**src/rtl/ex_muldiv_unit.sv**
```systemverilog
// Iterative multiply/divide co-unit for EX: one bit per cycle, results land in HI/LO.
// Define MULDIV_DIV_EN to build the restoring divider and divide-by-zero handling.
module ex_muldiv_unit #(
  parameter int unsigned WIDTH = 32
) (
  input  logic             clk,
  input  logic             rst_n,
  input  logic             Start,
  input  logic             Op,
  input  logic             Signed,
  input  logic [WIDTH-1:0] A,
  input  logic [WIDTH-1:0] B,
  output logic             Busy,
  output logic             Done,
  output logic [WIDTH-1:0] HI,
  output logic [WIDTH-1:0] LO,
  output logic             DivByZero
);

  localparam int unsigned CntW = (WIDTH > 1) ? $clog2(WIDTH) : 1;

  typedef enum logic [1:0] {StIdle, StCalc, StFix} state_e;

  state_e             state_q, state_d;
  logic               op_q;
  logic               neg_q;
  logic [WIDTH-1:0]   opnd_q;
  logic [2*WIDTH-1:0] acc_q;
  logic [CntW-1:0]    cnt_q;
  logic [WIDTH-1:0]   hi_q, lo_q;
  logic               done_q, dbz_out_q;

  logic               a_neg, b_neg, start_ok, fast_fix, last_iter;
  logic [WIDTH-1:0]   a_mag, b_mag;
  logic [WIDTH:0]     mul_sum;
  logic [2*WIDTH-1:0] mul_next, calc_next, prod;
  logic [WIDTH-1:0]   fix_hi, fix_lo;

`ifdef MULDIV_DIV_EN
  logic               rem_neg_q, dbz_q;
  logic               div_zero, rem_ge;
  logic [WIDTH:0]     rem_shift, rem_sub;
  logic [2*WIDTH-1:0] div_next;
  logic [WIDTH-1:0]   quo, rem;
`endif

  always_comb begin
    a_neg     = Signed & A[WIDTH-1];
    b_neg     = Signed & B[WIDTH-1];
    a_mag     = a_neg ? -A : A;
    b_mag     = b_neg ? -B : B;
    start_ok  = (state_q == StIdle) && Start;
    last_iter = (cnt_q == CntW'(WIDTH - 1));
`ifdef MULDIV_DIV_EN
    div_zero  = Op && (B == '0);
    fast_fix  = div_zero;
`else
    fast_fix  = Op;
`endif
  end

  // Shift-add: acc = {partial, multiplier}; multiplier bits drop out of the bottom.
  always_comb begin
    mul_sum   = {1'b0, acc_q[2*WIDTH-1:WIDTH]} + (acc_q[0] ? {1'b0, opnd_q} : '0);
    mul_next  = {mul_sum, acc_q[WIDTH-1:1]};
    calc_next = mul_next;
    prod      = neg_q ? -acc_q : acc_q;
    fix_hi    = prod[2*WIDTH-1:WIDTH];
    fix_lo    = prod[WIDTH-1:0];
`ifdef MULDIV_DIV_EN
    // Restoring divide: acc = {remainder, dividend/quotient}; quotient bits enter at LSB.
    rem_shift = {acc_q[2*WIDTH-1:WIDTH], acc_q[WIDTH-1]};
    rem_ge    = rem_shift >= {1'b0, opnd_q};
    rem_sub   = rem_shift - {1'b0, opnd_q};
    div_next  = {(rem_ge ? rem_sub[WIDTH-1:0] : rem_shift[WIDTH-1:0]),
                 acc_q[WIDTH-2:0], rem_ge};
    quo       = acc_q[WIDTH-1:0];
    rem       = acc_q[2*WIDTH-1:WIDTH];
    if (op_q) begin
      calc_next = div_next;
      if (dbz_q) begin
        fix_hi = acc_q[2*WIDTH-1:WIDTH];
        fix_lo = acc_q[WIDTH-1:0];
      end else begin
        fix_hi = rem_neg_q ? -rem : rem;
        fix_lo = neg_q ? -quo : quo;
      end
    end
`else
    if (op_q) begin
      fix_hi = '0;
      fix_lo = '0;
    end
`endif
  end

  always_ff @(posedge clk or negedge rst_n) begin
    if (!rst_n) state_q <= StIdle;
    else        state_q <= state_d;
  end

  always_comb begin
    state_d = state_q;
    unique case (state_q)
      StIdle:  if (Start) state_d = fast_fix ? StFix : StCalc;
      StCalc:  if (last_iter) state_d = StFix;
      StFix:   state_d = StIdle;
      default: state_d = StIdle;
    endcase
  end

  always_comb begin
    Busy      = (state_q != StIdle);
    Done      = done_q;
    HI        = hi_q;
    LO        = lo_q;
    DivByZero = dbz_out_q;
  end

  always_ff @(posedge clk or negedge rst_n) begin
    if (!rst_n) begin
      op_q      <= 1'b0;
      neg_q     <= 1'b0;
      opnd_q    <= '0;
      acc_q     <= '0;
      cnt_q     <= '0;
      hi_q      <= '0;
      lo_q      <= '0;
      done_q    <= 1'b0;
      dbz_out_q <= 1'b0;
`ifdef MULDIV_DIV_EN
      rem_neg_q <= 1'b0;
      dbz_q     <= 1'b0;
`endif
    end else begin
      done_q <= (state_q == StFix);
      if (start_ok) begin
        op_q      <= Op;
        neg_q     <= a_neg ^ b_neg;
        cnt_q     <= '0;
        dbz_out_q <= 1'b0;
        acc_q     <= {{WIDTH{1'b0}}, b_mag};
        opnd_q    <= a_mag;
`ifdef MULDIV_DIV_EN
        rem_neg_q <= a_neg;
        dbz_q     <= div_zero;
        if (Op) begin
          // Divide by zero parks the raw dividend and all-ones quotient for FIX.
          acc_q  <= div_zero ? {A, {WIDTH{1'b1}}} : {{WIDTH{1'b0}}, a_mag};
          opnd_q <= b_mag;
        end
`endif
      end else if (state_q == StCalc) begin
        acc_q <= calc_next;
        cnt_q <= cnt_q + 1'b1;
      end else if (state_q == StFix) begin
        hi_q <= fix_hi;
        lo_q <= fix_lo;
`ifdef MULDIV_DIV_EN
        dbz_out_q <= op_q & dbz_q;
`endif
      end
    end
  end

endmodule

```
**config.mk**
```make
export PLATFORM = sky130hd
export DESIGN_NAME = ex_muldiv_unit
export DESIGN_NICKNAME = d
export VERILOG_FILES = /design/src/rtl/ex_muldiv_unit.sv
export SDC_FILE = /design/constraint.sdc
export NUM_CORES = 1
export LEC_CHECK = 0
export BUFFER_PORTS_ARGS = -buffer_cell sky130_fd_sc_hd__buf_2
export CORE_AREA = 2 2 151 153
export DETAILED_ROUTE_END_ITERATION = 6
export DIE_AREA = 0 0 153 155
export HOLD_SLACK_MARGIN = 0.15
export PLACE_DENSITY = 0.71
export SETUP_SLACK_MARGIN = 0.15
export SYNTH_ARGS = -nofsm -noshare
export SYNTH_HDL_FRONTEND = slang
export SYNTH_SLANG_ARGS = --single-unit
```
**constraint.sdc**
```tcl
create_clock -name clk -period 3.4 [get_ports clk]
set_input_delay 0.34 -clock clk [delete_from_list [all_inputs] [get_ports clk]]
set_output_delay 0.34 -clock clk [all_outputs]
set_load 0.02 [all_outputs]
```
==> out/results.md <==
| Parameter | Reported | Unit |
| --- | --- | --- |
| Origin of the worst setup path | acc_q[0] | - |
| Internal power summed over all cells | 6.25 | mW |
| Power, Total | 11.8 | mW |
| Antenna violations before repair | 0 | - |
| Share of synthesized flip-flops with an asynchronous set or reset | 100 | % |
| Type of the setup path with the least slack | reg -> reg | - |
| Status | finished, final reports clean | - |
| Clock slew at the register clock pins of the worst setup and hold paths | 70 | ps |
| Post-synthesis share of cell area spent on full adders, half adders and majority gates | 4.34 | % |
| Critical-path maximum fanout | 17 | - |
| Area of the die | 23700 | um2 |
| Total nets after synthesis | 1457 | - |
| Detailed router's first-iteration violation count | 820 | - |
| Die width | 153 | um |
| Delay of the slowest cell on the worst path | 490 | ps |
| Fraction of layout cells with a size suffix above 1 | 14.5 | % |
| Buffers inserted by post-CTS timing repair | 0 | - |
| CTS tree | done | - |
| Cell at the root of the clock tree | sky130_fd_sc_hd__clkbuf_16 | - |
| Setup-failing EPs final | 0 | - |
| Hold/Removal Path Class | in -> reg | - |
| Insertion delay of the later-clocked pin in the worst-skew pair | 440 | ps |
| Longest Clk Path Bufs | 2 | - |
| Sequential-to-total area share from yosys stat | 38.3 | % |
| Most frequent cell on the critical path | sky130_fd_sc_hd__buf_4 | - |
| H-tree levels | 4 | - |
| Worst voltage drop across the vdd grid | 629 | uV |
| Start of the worst register-to-register path | acc_q[0] | - |
| Syn-to-layout area delta | 14.4 | % |
| Startpoint Class | flip-flop | - |
| Switching share of total power | 47.0 | % |
| RSZ-0062 raised after global routing | true | - |
| Ys Warns | 0 | - |
| Post-route ant nets | 0 | - |
| Compound-gate portion of the synthesized area | 20.7 | % |
| Final weighted congestion of routability-driven global placement | 0.919 | - |
| Switching power summed over all nets | 5.55 | mW |
| Type of destination of the critical path | flip-flop | - |
| Hold violation count in the final report | 0 | - |
| Timing-limited maximum frequency | 0.324 | GHz |
| CP required | 3720 | ps |
| Row count | 55 | - |
| Post-detailed-placement cell area | 12100 | um2 |
| TritonCTS buffer count | 17 | - |
| Distinct cells, synth | 67 | - |
| Gate Count Post-Synth | 1350 | - |
| Avg Inst Size Synth | 8.23 | um2 |
| Y dimension of the die | 155 | um |
| Period Utilization, post-route | 90.9 | % |
| Worst setup margin | 309 | ps |
| Count of max-cap constraint violations | 0 | - |
| Max_slew headroom | 46.6 | % |
| Post-synthesis share of cell area spent on xor and xnor gates | 11.0 | % |
| Number of top-level pins | 136 | - |
| Ratio of routed vias to standard cells | 5.77 | - |
| Register bit total from synthesis | 170 | - |
| Series of cell instances along the critical path | buf_4, and2_1, ha_1, a21oi_1, o21ai_0, o41a_1, a2bb2oi_1, o21ai_1, a311oi_1, buf_4, mux2i_1, nand2_1 | - |
| Post-DR wirelength/cell | 17.0 | um |
| Placed Cells | 1716 | - |
| Dpl ws | 191 | ps |
| Critical path's slowest cell | sky130_fd_sc_hd__dfrtp_2 | - |
| Slew at the pin closest to its max-slew limit | 801 | ps |
| Arrival time at the worst endpoint | 3410 | ps |
| Layout net count | 1559 | - |
| Post-synthesis instance area | 11100 | um2 |
| DRC violation count after routing | 0 | - |
| Minimum clock period after layout | 3090 | ps |
| Number of max-slew violations in the final report | 0 | - |
| Leading cell types by total area after synthesis | sky130_fd_sc_hd__dfrtp_1 (38%), sky130_fd_sc_hd__nand2_1 (8.0%), sky130_fd_sc_hd__xor2_1 (7.6%), sky130_fd_sc_hd__o21ai_0 (7.0%), sky130_fd_sc_hd__ha_1 (4.2%) | - |
| Wire length reported by the detailed router | 29800 | um |
| Count of input and output buffers | 134 | - |
| Mux contribution to synthesized area | 0.180 | % |
| EDFF count, synth | 0 | - |
| Most common cell after layout, fill and taps aside | sky130_fd_sc_hd__nand2_1 | - |
| Most frequent cells in the layout | sky130_fd_sc_hd__nand2_1 (236), sky130_fd_sc_hd__dfrtp_1 (169), sky130_fd_sc_hd__o21ai_0 (154), sky130_fd_sc_hd__buf_2 (133), sky130_fd_sc_hd__xor2_1 (96) | - |
| Portion of total power attributed to sequential cells | 33.2 | % |
| Initial core utilization | 50.0 | % |
| Largest net degree at the start of global routing | 80 | - |
| Via count | 10100 | - |
| Placed wire-length estimate after detailed placement | 22500 | um |
| Prevailing post-synth register cell | sky130_fd_sc_hd__dfrtp_1 | - |
| Global route overflow | 0 | - |
| Post-Layout Cell Count | 1750 | - |
| Area share of and/or/nand/nor cells after synthesis | 22.0 | % |
| Iteration count of the initial detailed-routing pass | 5 | - |
| Count of clock tree sinks | 170 | - |
| Part of the total power dissipated in the clock network | 16.9 | % |
| Area inside the core boundary | 22200 | um2 |
| Combinational share of power | 49.9 | % |
| Cell leakage power | 5.81 | nW |
| First-pass GRT wire length | 48800 | um |
| Area share of the largest cell type after synthesis | 38.3 | % |
| Diodes inserted | 0 | - |
| Largest family of logic cells by synthesized area | simple AND/OR/NAND/NOR gates | - |
| Total GRT Usage | 25.4 | % |
| Hold Crit Start | A[31] | - |
| Post-route setup TNS | 0 | ps |
| Worst-case clock skew | 7.76 | ps |
| Via count of the first global-routing pass | 9321 | - |
| Cell type contributing the most total cell area after synthesis | sky130_fd_sc_hd__dfrtp_1 | - |
| Areal power density over the cells | 928 | nW/um2 |
| Design Area, Final | 12700 | um2 |
==> metrics by stage <==
stage	hold WS [ps]	util (%)
after floorplan	44.4	-
after global placement	416	54.3
after detailed placement	423	54.3
after CTS	157	57.1
after global routing	197	57.2
final	170	57.2
==> critical path: cells and delay by family, from the launching register on <==
| family | cells | cell delay, ps |
|---|---|---|
| buf+inv | 2 | 370 |
| compound gates | 6 | 1380 |
| flops | 1 | 490 |
| fa+ha+maj | 1 | 360 |
| simple gates | 2 | 200 |
| mux | 1 | 170 |
==> power groups by stage <==
stage | clock network (mW) | logic, mW | registers (mW)
after CTS | 2.03 | 5.85 | 3.90
after global routing | 2.12 | 6.58 | 4.07
after global placement | 0 | 5.73 | 3.91
final | 2.00 | 5.88 | 3.92
after floorplan | 0 | 3.89 | 4.00
after detailed placement | 0 | 5.82 | 3.94
==> synth_stat cells, types with 14 or more instances <==
| master | number |
|---|---|
| sky130_fd_sc_hd__a21o_1 | 19 |
| sky130_fd_sc_hd__or3_1 | 14 |
| sky130_fd_sc_hd__o21ai_0 | 156 |
| sky130_fd_sc_hd__a21oi_1 | 59 |
| sky130_fd_sc_hd__ha_1 | 37 |
| sky130_fd_sc_hd__xnor2_1 | 44 |
| sky130_fd_sc_hd__nor3_1 | 31 |
| sky130_fd_sc_hd__o31ai_1 | 44 |
| sky130_fd_sc_hd__clkbuf_1 | 76 |
| sky130_fd_sc_hd__nand2_1 | 237 |
| sky130_fd_sc_hd__and2_1 | 38 |
| sky130_fd_sc_hd__nand3_1 | 31 |
| sky130_fd_sc_hd__xor2_1 | 96 |
| sky130_fd_sc_hd__a31oi_1 | 36 |
| sky130_fd_sc_hd__dfrtp_1 | 170 |
| sky130_fd_sc_hd__nor2_1 | 90 |
| sky130_fd_sc_hd__inv_1 | 25 |
==> timing repair <==
item	CTS	global route
endpoints found under the hold margin	77	0
hold buffers	2	0
resized for setup	0	5
endpoints found under the setup margin	0	20
==> per-layer routing <==
metal / share of wire, % / GRT usage (%) / up-vias
met5: 0 / 0 / -
met4: 2.0 / 7.98 / 0
met3: 6.3 / 3.62 / 48
met2: 42 / 36.8 / 348
met1: 50 / 39.2 / 4733
li1: - / - / 4962
==> registers in the layout (all words and copies together), names as in the netlist <==
register	flops
acc_q	64
op_q	1
opnd_q	32
HI	32
cnt_q	5
state_q	2
LO	32
Done	1
neg_q	1
==> final cells by class <==
cell class,count,area (um2)
tap,285,357
timing repair buffer,161,910
clock inverter,15,175
sequential,170,4260
multi-input combinational,1077,6500
clock buffer,17,425
fill,2083,9520
inverter,25,93.8
==> logic make-up after synthesis <==
| logic type | count (synthesis) |
|---|---|
| other | 1 |
| adder cells (fa/ha/maj) | 38 |
| XOR/XNOR | 140 |
| AO/OA/AOI/OAI | 376 |
| flip-flops | 170 |
| buffers and inverters | 103 |
| AND/OR/NAND/NOR | 520 |
| multiplexers | 2 |
==> worst paths after layout <==
| kind | end | slack (ps) | cells after the start |
|---|---|---|---|
| max | acc_q[59] | 310 | 12 |
| min | opnd_q[31] | 170 | 3 |
| max reg2reg | acc_q[59] | 310 | 12 |
| min reg2reg | opnd_q[4] | 470 | 2 |
| max in group asynchronous | LO[0] | 1990 | 3 |
| min in group asynchronous | cnt_q[1] | 500 | 2 |
Note: power is estimated with default switching activity, not from simulation.
